### src/rtl/tug_scoreboard.sv
// Tug-of-war match scoreboard: credits one point per round from the edge win
// levels, pulses the playfield round-clear, and drives two 7-segment score digits.
module tug_scoreboard #(
    parameter int unsigned SCORE_MAX    = 7,
    parameter int unsigned CLEAR_CYCLES = 4
) (
    input  logic       clk,
    input  logic       Reset,
    input  logic       leftWin,
    input  logic       rightWin,
    output logic       roundReset,
    output logic [3:0] leftScore,
    output logic [3:0] rightScore,
    output logic [6:0] hexLeft,
    output logic [6:0] hexRight,
    output logic       matchOver
);

    localparam int unsigned SCORE_W = 4;
    localparam int unsigned CNT_W   = 8;
    localparam logic [SCORE_W-1:0] SCORE_TOP = SCORE_W'(SCORE_MAX);
    localparam logic [CNT_W-1:0]   CNT_LOAD  = CNT_W'(CLEAR_CYCLES - 1);

    typedef enum logic [1:0] {
        ST_PLAY,
        ST_CLEAR,
        ST_DRAIN,
        ST_MATCH_OVER
    } state_e;

    state_e             state_q, state_d;
    logic [SCORE_W-1:0] left_q, left_d;
    logic [SCORE_W-1:0] right_q, right_d;
    logic [CNT_W-1:0]   cnt_q, cnt_d;
    logic               round_reset_q, round_reset_d;
    logic               match_over_q, match_over_d;

    // Active-low 7-segment code, bit0 = segment a .. bit6 = segment g.
    function automatic logic [6:0] seg7(input logic [SCORE_W-1:0] v);
        logic [6:0] s;
        case (v)
            4'd0:    s = 7'h40;
            4'd1:    s = 7'h79;
            4'd2:    s = 7'h24;
            4'd3:    s = 7'h30;
            4'd4:    s = 7'h19;
            4'd5:    s = 7'h12;
            4'd6:    s = 7'h02;
            4'd7:    s = 7'h78;
            4'd8:    s = 7'h00;
            4'd9:    s = 7'h10;
            default: s = 7'h7F;
        endcase
        return s;
    endfunction

    always_ff @(posedge clk or posedge Reset) begin
        if (Reset) begin
            state_q       <= ST_PLAY;
            left_q        <= '0;
            right_q       <= '0;
            cnt_q         <= '0;
            round_reset_q <= 1'b0;
            match_over_q  <= 1'b0;
        end else begin
            state_q       <= state_d;
            left_q        <= left_d;
            right_q       <= right_d;
            cnt_q         <= cnt_d;
            round_reset_q <= round_reset_d;
            match_over_q  <= match_over_d;
        end
    end

    // roundReset is registered so it rises together with the credited score.
    always_comb begin
        state_d       = state_q;
        left_d        = left_q;
        right_d       = right_q;
        cnt_d         = cnt_q;
        round_reset_d = 1'b0;
        match_over_d  = match_over_q;

        case (state_q)
            ST_PLAY: begin
                if (leftWin || rightWin) begin
                    state_d       = ST_CLEAR;
                    round_reset_d = 1'b1;
                    cnt_d         = CNT_LOAD;
                    if (leftWin && !rightWin && (left_q < SCORE_TOP)) begin
                        left_d = left_q + 1'b1;
                    end
                    if (rightWin && !leftWin && (right_q < SCORE_TOP)) begin
                        right_d = right_q + 1'b1;
                    end
                end
            end
            ST_CLEAR: begin
                if (cnt_q == '0) begin
                    state_d = ST_DRAIN;
                end else begin
                    round_reset_d = 1'b1;
                    cnt_d         = cnt_q - 1'b1;
                end
            end
            // Edge stages must have dropped their sticky wins before a new round.
            ST_DRAIN: begin
                if (!leftWin && !rightWin) begin
                    if ((left_q == SCORE_TOP) || (right_q == SCORE_TOP)) begin
                        state_d      = ST_MATCH_OVER;
                        match_over_d = 1'b1;
                    end else begin
                        state_d = ST_PLAY;
                    end
                end
            end
            ST_MATCH_OVER: begin
                match_over_d = 1'b1;
            end
            default: begin
                state_d = ST_PLAY;
            end
        endcase
    end

    assign roundReset = round_reset_q;
    assign leftScore  = left_q;
    assign rightScore = right_q;
    assign matchOver  = match_over_q;
    assign hexLeft    = seg7(left_q);
    assign hexRight   = seg7(right_q);

endmodule
### config.mk
export PLATFORM = sky130hd
export DESIGN_NAME = tug_scoreboard
export DESIGN_NICKNAME = d
export VERILOG_FILES = /design/src/rtl/tug_scoreboard.sv
export SDC_FILE = /design/constraint.sdc
export NUM_CORES = 1
export LEC_CHECK = 0
export BUFFER_PORTS_ARGS = -buffer_cell sky130_fd_sc_hd__buf_2
export CAP_MARGIN = 20
export CORE_UTILIZATION = 62
export CTS_BUF_LIST = sky130_fd_sc_hd__clkbuf_2 sky130_fd_sc_hd__clkbuf_4 sky130_fd_sc_hd__clkbuf_8
export DETAILED_ROUTE_END_ITERATION = 10
export PLACE_DENSITY = 0.88
export SYNTH_ARGS = -nofsm -noshare
export SYNTH_HDL_FRONTEND = slang
export SYNTH_SLANG_ARGS = --single-unit
export TNS_END_PERCENT = 1
### constraint.sdc
create_clock -name clk -period 4.4 [get_ports clk]
set_clock_uncertainty 0.1 [all_clocks]
set_input_delay 0.88 -clock clk [delete_from_list [all_inputs] [get_ports clk]]
set_output_delay 0.88 -clock clk [all_outputs]
set_load 0.03 [all_outputs]
==> impl_metrics.ini <==
[sta]
timing_hold_violations_final = 0
timing.fmax_mhz = 363
slew_violations = 0
layout_setup_ws_ns = 1.64
worst_pin_slew_ns = 0.783
rsz0062_at_grt = no
whs_ns = 0.383
slew_headroom_pct = 47.3
finalCritPeriodShare_pct = 62.7
finalSetupViolations = 0
fin_crit_ns = 2.76
fin_setup_tns_ns = 0

[power]
power_density_nw_per_um2 = 441
leakage_nw = 0.883
irDropWorstVdd_mv = 0.436

[job]
drv_cap = 0

[finish]
diodes = 0
final_common_cell = buf_2
final_cell_mix = 27 x buf_2, 20 x dfrtp_1, 18 x inv_1, 16 x nand2_1, 16 x ha_1
drive_above_1_share_pct = 23.6
final_net_count = 220
area_growth_pct = 11.0

[grt]
grt_max_degree = 21
grt_pass1_vias = 1260
antenna_found_initial = 0
overflow = 0
gr-usage-all-layers_pct = 27.5
grt_pass1_wl_um = 5530

[clock_tree]
cts_inserted_buffers = 3
cts_resized = 0
clockBufferDepth = 2
cts_max_level = 1
insertion_delay_ns = 0.30
cts_tree = done
clock-sinks = 20
hold_buffers = 0
cts-root-buf = clkbuf_4
cts_setup_buffers = 0
path_clk_slew_ns = 0.12

[die]
core_area_um2 = 2280
die_x_um = 51.7
die-area_um2 = 2670
rows = 17
die_h_um = 51.7
ios = 28
initial_utilization_pct = 67.2

[placed_design]
post-dp-hpwl_um = 2460
pre_cts_ws_ns = 1.97
port-buffer-count = 27
gp_congestion = 0.936

[min_path]
whs_path_depth = 1
hp-class = reg -> reg

[detailed_routing]
antenna_left = 0
drtIter0Drc = 33
viasPerCell = 5.85
wl_per_cell_um = 14.4
drc = 0
totalWireLength_um = 3260
dr.pass1.iters = 4
vias = 1329

[yosys]
synth_edf_count = 0
yosysTopAreaCell = dfrtp_1
async_flop_share_pct = 100
post-synth-top-area-fraction_pct = 32.7
postSynthCellCount = 174
synth-main-ff-cell = dfrtp_1
synth_cell_types = 41
ys_seq_area_share_pct = 32.7
syn-cell-area_um2 = 1530
synth_area_leaders = dfrtp_1 33%, ha_1 13%, o21ai_0 4.9%
yosys_warnings = 0
avgSynthCellArea_um2 = 8.79
synth_seq_cells = 20
synthesis.nets = 194

[critical_path]
reg2regPathDepth = 6
cp-end-kind = primary output
critPathMaxFanout = 7
crit_type = reg -> out
crit_arrival_ns = 1.78
start_kind = register
critPathRequiredTime_ns = 3.42

[status]
status = finished clean
==> registers in the layout, summed over array words and instances, names as in the netlist <==
signal	cells
leftScore	4
state_q	2
cnt_q	8
roundReset	1
matchOver	1
rightScore	4
==> per-layer routing <==
metal	GRT usage, %	wire length [um]	vias to the layer above
met4	9.46	17	0
met2	44.8	1600	34
li1	-	-	657
met5	0	0	-
met3	4.09	121	2
met1	37.0	1520	636
==> cell usage after synthesis (4+ instances only) <==
cell type	instances
a21oi_1	11
dfrtp_1	20
ha_1	16
inv_1	18
mux2_2	4
nand2_1	16
nor2_1	14
nor3_1	4
o21ai_0	15
xnor2_1	5
==> power breakdown <==
part	switching, W	total, W	internal (W)
sequential	0.0000433	0.000272	0.000229
clock	0.0000574	0.000108	0.0000504
combinational	0.000217	0.000368	0.000151
==> stage by stage <==
step / power (W) / instances / util (%) / cell area [um^2]
2_1_floorplan: 0.000576 / 174 / - / 1530
6_report: 0.000748 / 227 / 74.5 / 1700
3_3_place_gp: 0.000613 / 223 / 73.0 / 1660
5_1_grt: 0.000813 / 227 / 74.5 / 1700
3_5_place_dp: 0.000637 / 223 / 73.0 / 1660
4_1_cts: 0.000747 / 227 / 74.5 / 1700
==> cell families (layout without fill, tap and decap cells) <==
logic type	Yosys count	in the layout	synth area share, %
buffers and inverters	24	49	6.96
muxes	7	7	4.91
AOI/OAI and AO/OA	43	43	17.5
and+or+nand+nor	59	59	21.9
adders and majority gates	16	16	13.1
DFF	20	20	32.7
xor gates and xnor gates	5	5	2.86
==> area by class of cell <==
class                           instances  area [um^2]
Multi-Input combinational cell        130          922
Inverter                               18         67.6
Tap cell                               28         35.0
Sequential cell                        20          500
Fill cell                             174          579
Timing Repair Buffer                   27          135
Clock buffer                            4         36.3
==> final timing paths <==
kind / start / to / slack, ns
worst min-delay path: matchOver / matchOver / 0.38
worst max register to register: state_q[0] / cnt_q[7] / 2.23
min in group asynchronous: Reset / cnt_q[6] / 0.60
worst max-delay path: rightScore[1] / hexRight[3] / 1.64
worst min register to register: matchOver / matchOver / 0.38
max in group asynchronous: Reset / leftScore[3] / 3.11
==> critical path, cell delays in order (launching register included) <==
cell and delay, ns:
dfrtp_1 0.46, inv_1 0.14, ha_1 0.20, or2_2 0.28, a21oi_1 0.16, nor2_1 0.05, buf_2 0.19
Note: power is estimated with default switching activity, not from simulation.
